## config.mk

```make
export PLATFORM = sky130hd
export DESIGN_NAME = prm_edge_scan_ctrl
export DESIGN_NICKNAME = d
export VERILOG_FILES = /design/src/rtl/prm_edge_scan_ctrl.sv
export SDC_FILE = /design/constraint.sdc
export NUM_CORES = 1
export LEC_CHECK = 0
export ABC_AREA = 1
export CAP_MARGIN = 10
export CORE_MARGIN = 2
export CORE_UTILIZATION = 40
export CTS_CLUSTER_DIAMETER = 200
export DETAILED_ROUTE_END_ITERATION = 7
export DONT_BUFFER_PORTS = 1
export GPL_ROUTABILITY_DRIVEN = 0
export PLACE_DENSITY = 0.66
export SKIP_LAST_GASP = 1
export SLEW_MARGIN = 20
export SYNTH_ARGS = -nofsm -noshare
export SYNTH_HDL_FRONTEND = slang
export SYNTH_SLANG_ARGS = --single-unit
```

## constraint.sdc

```tcl
create_clock -name clk_i -period 4.5 [get_ports clk_i]
set_input_delay 0.45 -clock clk_i [delete_from_list [all_inputs] [get_ports clk_i]]
set_output_delay 0.45 -clock clk_i [all_outputs]
set_load 0.01 [all_outputs]
```

## src/rtl/prm_edge_scan_ctrl.sv

```systemverilog
// rtl/prm_edge_scan_ctrl.sv - PRM edge scan sequencer driving the shared obstacle-checker bank
// Optional build macro PRM_EARLY_ABORT_EN: finish an edge at its first colliding sample.
module prm_edge_scan_ctrl #(
    parameter int CFG_W   = 15,
    parameter int NUM_CHK = 32,
    parameter int EDGE_W  = 12,
    parameter int SMP_W   = 4,
    parameter int CHK_LAT = 1
) (
    input  logic               clk_i,
    input  logic               rst_i,
    input  logic               start_i,
    input  logic [EDGE_W-1:0]  num_edges_i,
    input  logic [SMP_W-1:0]   smp_per_edge_i,
    output logic               busy_o,
    output logic               done_o,
    output logic               smp_req_o,
    output logic [EDGE_W-1:0]  smp_edge_o,
    output logic [SMP_W-1:0]   smp_idx_o,
    input  logic               smp_vld_i,
    input  logic [CFG_W-1:0]   smp_cfg_i,
    output logic [CFG_W-1:0]   chk_cfg_o,
    input  logic [NUM_CHK-1:0] chk_mask_i,
    output logic               res_valid_o,
    input  logic               res_ready_i,
    output logic [EDGE_W-1:0]  res_edge_o,
    output logic               res_blocked_o,
    output logic [NUM_CHK-1:0] res_hits_o
);

    localparam int LAT_W = (CHK_LAT > 1) ? $clog2(CHK_LAT) : 1;

    typedef enum logic [2:0] {
        S_IDLE   = 3'd0,
        S_FETCH  = 3'd1,
        S_WAIT   = 3'd2,
        S_ACC    = 3'd3,
        S_REPORT = 3'd4,
        S_FIN    = 3'd5
    } state_t;

    state_t              state_q, state_d;
    logic [EDGE_W-1:0]   num_edges_q, num_edges_d;
    logic [SMP_W-1:0]    eff_smp_q, eff_smp_d;
    logic [EDGE_W-1:0]   edge_q, edge_d;
    logic [SMP_W-1:0]    idx_q, idx_d;
    logic [NUM_CHK-1:0]  hits_q, hits_d;
    logic [CFG_W-1:0]    cfg_q, cfg_d;
    logic [LAT_W-1:0]    lat_q, lat_d;

    logic [NUM_CHK-1:0]  hits_acc;
    logic                last_smp;
    logic                last_edge;
    logic                early_abort;

    assign hits_acc  = hits_q | chk_mask_i;
    assign last_smp  = (idx_q == eff_smp_q - SMP_W'(1));
    assign last_edge = (edge_q == num_edges_q - EDGE_W'(1));

`ifdef PRM_EARLY_ABORT_EN
    assign early_abort = |hits_acc;
`else
    assign early_abort = 1'b0;
`endif

    always_ff @(posedge clk_i) begin
        if (rst_i) begin
            state_q     <= S_IDLE;
            num_edges_q <= '0;
            eff_smp_q   <= '0;
            edge_q      <= '0;
            idx_q       <= '0;
            hits_q      <= '0;
            cfg_q       <= '0;
            lat_q       <= '0;
        end else begin
            state_q     <= state_d;
            num_edges_q <= num_edges_d;
            eff_smp_q   <= eff_smp_d;
            edge_q      <= edge_d;
            idx_q       <= idx_d;
            hits_q      <= hits_d;
            cfg_q       <= cfg_d;
            lat_q       <= lat_d;
        end
    end

    always_comb begin
        state_d     = state_q;
        num_edges_d = num_edges_q;
        eff_smp_d   = eff_smp_q;
        edge_d      = edge_q;
        idx_d       = idx_q;
        hits_d      = hits_q;
        cfg_d       = cfg_q;
        lat_d       = lat_q;
        busy_o      = 1'b0;
        done_o      = 1'b0;
        smp_req_o   = 1'b0;
        res_valid_o = 1'b0;

        case (state_q)
            S_IDLE: begin
                if (start_i) begin
                    num_edges_d = num_edges_i;
                    // A zero sample count still checks the edge once.
                    eff_smp_d   = (smp_per_edge_i == '0) ? SMP_W'(1) : smp_per_edge_i;
                    edge_d      = '0;
                    idx_d       = '0;
                    hits_d      = '0;
                    state_d     = (num_edges_i == '0) ? S_FIN : S_FETCH;
                end
            end
            S_FETCH: begin
                busy_o    = 1'b1;
                smp_req_o = 1'b1;
                if (smp_vld_i) begin
                    cfg_d   = smp_cfg_i;
                    lat_d   = '0;
                    state_d = S_WAIT;
                end
            end
            S_WAIT: begin
                busy_o = 1'b1;
                if (lat_q == LAT_W'(CHK_LAT - 1)) begin
                    state_d = S_ACC;
                end else begin
                    lat_d = lat_q + LAT_W'(1);
                end
            end
            S_ACC: begin
                busy_o = 1'b1;
                hits_d = hits_acc;
                if (last_smp || early_abort) begin
                    state_d = S_REPORT;
                end else begin
                    idx_d   = idx_q + SMP_W'(1);
                    state_d = S_FETCH;
                end
            end
            S_REPORT: begin
                busy_o      = 1'b1;
                res_valid_o = 1'b1;
                if (res_ready_i) begin
                    hits_d  = '0;
                    idx_d   = '0;
                    edge_d  = edge_q + EDGE_W'(1);
                    state_d = last_edge ? S_FIN : S_FETCH;
                end
            end
            S_FIN: begin
                done_o  = 1'b1;
                state_d = S_IDLE;
            end
            default: begin
                state_d = S_IDLE;
            end
        endcase
    end

    assign smp_edge_o    = edge_q;
    assign smp_idx_o     = idx_q;
    assign chk_cfg_o     = cfg_q;
    assign res_edge_o    = edge_q;
    assign res_hits_o    = hits_q;
    assign res_blocked_o = |hits_q;

endmodule

```

# Word level (Yosys, flattened, before mapping)

Index checks and enable logic that the tools add are counted.

Add/sub/neg operators: 5
Bitwise operators: 1
Equal/unequal tests: 12
Reductions and logical operators: 15
Multiplexer cells: 26

Operators with widths:

| kind                    | count |
|---|---|
| $pmux W32 S3            | 1 |
| $mux W32                | 2 |
| $or A32 B32 Y32         | 1 |
| $reduce_or A32 Y1       | 1 |
| $mux W12                | 2 |
| $pmux W12 S2            | 1 |
| $mux W3                 | 7 |
| $mux W4                 | 4 |
| $pmux W3 S5             | 1 |
| $add A12 B1 Y12 const B | 1 |
| $eq A12 B12 Y1          | 1 |
| $logic_not A12 Y1       | 1 |
| $pmux W4 S3             | 1 |
| $sub A12 B1 Y12 const B | 1 |
| $ne A2 B2 Y1 const B    | 5 |
| $reduce_and A4 Y1       | 2 |
| $eq A3 B2 Y1 const B    | 2 |
| $eq A3 B3 Y1 const B    | 2 |
| $mux W1                 | 6 |
| $reduce_and A2 Y1       | 3 |
| $reduce_and A3 Y1       | 2 |
| $add A4 B1 Y4 const B   | 1 |
| $eq A4 B4 Y1            | 1 |
| $logic_not A4 Y1        | 1 |
| 8 further kinds         | 9 |

Register bits: 83
Word-level logic and storage cells: 67

# Depth between registers and ports, before layout

Depth in word-level cells: 5
Depth in mapped cells: 14
Gate-level depth less buffers: 14

# Worst setup path after synthesis

No wires, ideal clock.

Path kind: register to register
Start: register eff_smp_q[0]
End: register idx_q[2], in the netlist smp_idx_o[2]
Buffers on the path: 0
Arrival: 1.452 ns
Setup time: 0.113 ns
Setup slack: 2.935 ns
Cell stages (with the launch flop): 13
Required time: 4.387 ns
Path through: dfxtp_1 > inv_1 > ha_1 > xor2_1 > o21ai_0 > nor2_1 > nand3_1 > nand2_4 > inv_2 > nand2_1 > nand2_1 > nand2_1 > nor2_1

Word-level cells in the longest chain between the ends: 4

RTL lines:

| element                            | RTL line | source |
|---|---|---|
| start: declaration                 | 44       | `logic [SMP_W-1:0] eff_smp_q, eff_smp_d;` |
| start signal: assignment           | 79       | `eff_smp_q <= eff_smp_d;` |
| $sub A4 B1 Y4                      | 57       | `assign last_smp = (idx_q == eff_smp_q - SMP_W'(1));` |
| $eq A4 B4 Y1                       | 57       |  |
| $ne A2 B2 Y1 (no source line)      | -        |  |
| $reduce_and A4 Y1 (no source line) | -        |  |
| end signal: assignment             | 81       | `idx_q <= idx_d;` |
| end: declaration                   | 46       | `logic [SMP_W-1:0] idx_q, idx_d;` |

No other way between the ends.
A chain may end at the register's enable or synchronous reset.

# Worst setup path after layout

Start: register state_q[0]
End: register edge_q[1], in the netlist res_edge_o[1]

Word-level cells in the longest chain between the ends: 3

RTL lines:

| element                                                             | RTL line | source |
|---|---|---|
| start: declaration                                                  | 42       | `state_t state_q, state_d;` |
| start signal: assignment                                            | 77       | `state_q <= state_d;` |
| $eq A3 B3 Y1 or $logic_not A3 Y1 (tied branches)                    | 102      | `case (state_q)` |
| $ne A2 B2 Y1 (no source line) or $reduce_bool A2 Y1 (tied branches) | -        |  |
| $reduce_and A3 Y1 (no source line)                                  | -        |  |
| end signal: assignment                                              | 80       | `edge_q <= edge_d;` |
| end: declaration                                                    | 45       | `logic [EDGE_W-1:0] edge_q, edge_d;` |

Parallel ways exist; a longest one is shown, timed or not.

==> impl_metrics.env <==
export IMPL_die_area_um2=10300
export IMPL_fp_dieH_um=101
export IMPL_routed_wl_um=9010
export IMPL_max_freq_mhz=446
export IMPL_cts_resized_gates=0
export IMPL_finalHoldViolations=0
export IMPL_cts_root_buf="clkbuf_8"
export IMPL_cts_tree="yes"
export IMPL_post_route_cell_area_um2=4020
export IMPL_drtAntennaViolNets=0
export IMPL_worst_slack_ns=2.26
export IMPL_peakVddDrop_mv=0.271
export IMPL_grt_max_degree=34
export IMPL_p_leak_nw=1.70
export IMPL_ios=148
export IMPL_clock_sinks=82
export IMPL_drtPass1Iterations=4
export IMPL_gr_usage_all_layers_pct=17.8
export IMPL_diodes=0
export IMPL_final_common_cell="nor2_1"
export IMPL_min_period_ns=2.24
export IMPL_rsz0062_at_grt="no"
export IMPL_row_count=35
export IMPL_setup_violations=0
export IMPL_grt_pass1_wl_um=14800
export IMPL_worst_hold_slack_ns=0.159
export IMPL_maxCapViolations=0
export IMPL_clock_path_buffers=2
export IMPL_fill_cells=974
export IMPL_cts_hold_buf=0
export IMPL_outcome="finished, final reports clean"
export IMPL_final_nets=591
export IMPL_timing_final_crit_share_pct=49.9
export IMPL_setup_tns_final_ns=0
export IMPL_slew_violations=0
export IMPL_worstMarginPinSlew_ns=0.909
export IMPL_avgSynthCellArea_um2=7.10
export IMPL_synth_area_um2=3800
export IMPL_dp_hpwl_um=6860
export IMPL_ys_ff_latch=82
export IMPL_vias=3304
export IMPL_setup_worst_path_class="reg -> reg"
export IMPL_core_um2=9240
export IMPL_cts_buffers_inserted=9
export IMPL_placed_cell_area_um2=3800
export IMPL_overflow=0
export IMPL_cp_data_arrival_time_ns=2.44
export IMPL_multiInputGateArea_um2=1750
export IMPL_clk_latency_ns=0.35
export IMPL_grt_pass1_vias=3245
export IMPL_netlist_instances=535
export IMPL_port_buffers=0
export IMPL_yosysSeqAreaShare_pct=43.2
export IMPL_synth_nets=607
export IMPL_cp_data_required_time_ns=4.69
export IMPL_postCtsSetupRepairBufs=0
export IMPL_final_cell_mix="nor2_1, dfxtp_1, nand2_1"
export IMPL_power_density_nw_per_um2=446
export IMPL_area_growth_pct=5.90
export IMPL_initial_core_util_pct=41.1
export IMPL_cts_max_level=3
export IMPL_ys_types=30
export IMPL_drive_gt1_share_pct=6.68
export IMPL_dieWidth_um=101
export IMPL_yosys_warnings=0
export IMPL_skew_ns=0.0154
export IMPL_hold_path_class="in -> reg"
export IMPL_endpoint_kind="flip-flop"
export IMPL_crit_path_max_fanout=33
export IMPL_final_seq_area_um2=1640
export IMPL_dpl_worst_slack_ns=2.25
export IMPL_total_power_mw=1.79
export IMPL_drc=0
export IMPL_wl_per_cell_um=13.8
export IMPL_post_drt_via_cell_ratio=5.06
export IMPL_drt_iter0_drc=139
export IMPL_relSlewSlack_pct=39.3
export IMPL_start_kind="flip-flop"
export IMPL_antenna_found_initial=0
export IMPL_clk_pin_slew_ns=0.09
==> power by group <==
part	total, mW	switching, mW	internal (mW)
clock	0.600	0.281	0.318
combinational	0.331	0.216	0.115
sequential	0.863	0.0754	0.788
==> path summary, 6_finish.rpt <==
kind	from	end	slack, ns	depth (start not counted)
worst max-delay path	state_q[0]$_SDFFE_PP0P_	res_edge_o[1]$_SDFFE_PP0P_	2.26	8
worst min-delay path	rst_i	num_edges_q[11]$_SDFFE_PP0P_	0.16	1
worst max register to register	state_q[0]$_SDFFE_PP0P_	res_edge_o[1]$_SDFFE_PP0P_	2.26	8
worst min register to register	eff_smp_q[3]$_SDFFE_PP0P_	eff_smp_q[3]$_SDFFE_PP0P_	0.48	2
==> synthesized netlist by cell type, drive strengths merged <==
cell     number  area [um2]
nor4         10        62.6
inv          64         240
ha            4        50.1
nand4         5        31.3
dfxtp        82        1640
o22ai         1        6.26
a211oi        1        7.51
nor2        114         460
nand2        83         352
nand3        20         105
nor3          5        30.0
a21oi        61         305
buf          19         133
a2111oi       1        8.76
xnor2         6        52.6
o21ai        42         210
o211ai        1        7.51
and3          1        6.26
nand3b        3        22.5
xor2          4        35.0
clkbuf        8        30.0
==> layer usage <==
| metal | vias up | part of all wire, % | track usage (%) |
|---|---|---|---|
| met5 | - | 0 | 0 |
| met4 | 0 | 1.2 | 4.99 |
| met3 | 9 | 8.5 | 6.97 |
| met2 | 128 | 50 | 31.0 |
| met1 | 1487 | 41 | 20.3 |
| li1 | 1680 | - | - |
==> stage by stage <==
| step | util, % | std cells |
|---|---|---|
| floorplan | - | 535 |
| global placement | 41.1 | 637 |
| detailed placement | 41.1 | 637 |
| CTS | 43.5 | 653 |
| global route | 43.5 | 653 |
| finish | 43.5 | 653 |
==> cell type report <==
cell class,instances,share of cell area (%)
clock inverters,7,2.52
multi-input cells,362,43.6
clock buffers,9,3.08
well taps,129,4.01
inverters,64,5.97
flip-flops and latches,82,40.8
==> cell families (layout without fill, tap and decap cells) <==
kind of cell / count (synthesis) / after routing / synth area share (%)
XOR/XNOR: 10 / 10 / 2.31
buffers and inverters: 91 / 80 / 10.6
adder cells (fa/ha/maj): 4 / 4 / 1.32
AND/OR/NAND/NOR: 241 / 241 / 28.2
flip-flops: 82 / 82 / 43.2
AO/OA/AOI/OAI: 107 / 107 / 14.4
==> sequential cells by signal (all words and copies together), names as in the netlist <==
signal / flops
state_q: 3
res_hits_o: 32
num_edges_q: 12
eff_smp_q: 4
smp_idx_o: 4
chk_cfg_o: 15
res_edge_o: 12
==> critical path, stage by stage (launching register included) <==
cell and delay [ns]:
dfxtp_1 0.34, nor2_2 0.14, inv_2 0.08, nor2_2 0.11, nand2_2 0.33, nand2_4 0.21
nor2_1 0.08, inv_1 0.66, o22ai_1 0.12
(Power assumes the default switching activity.)
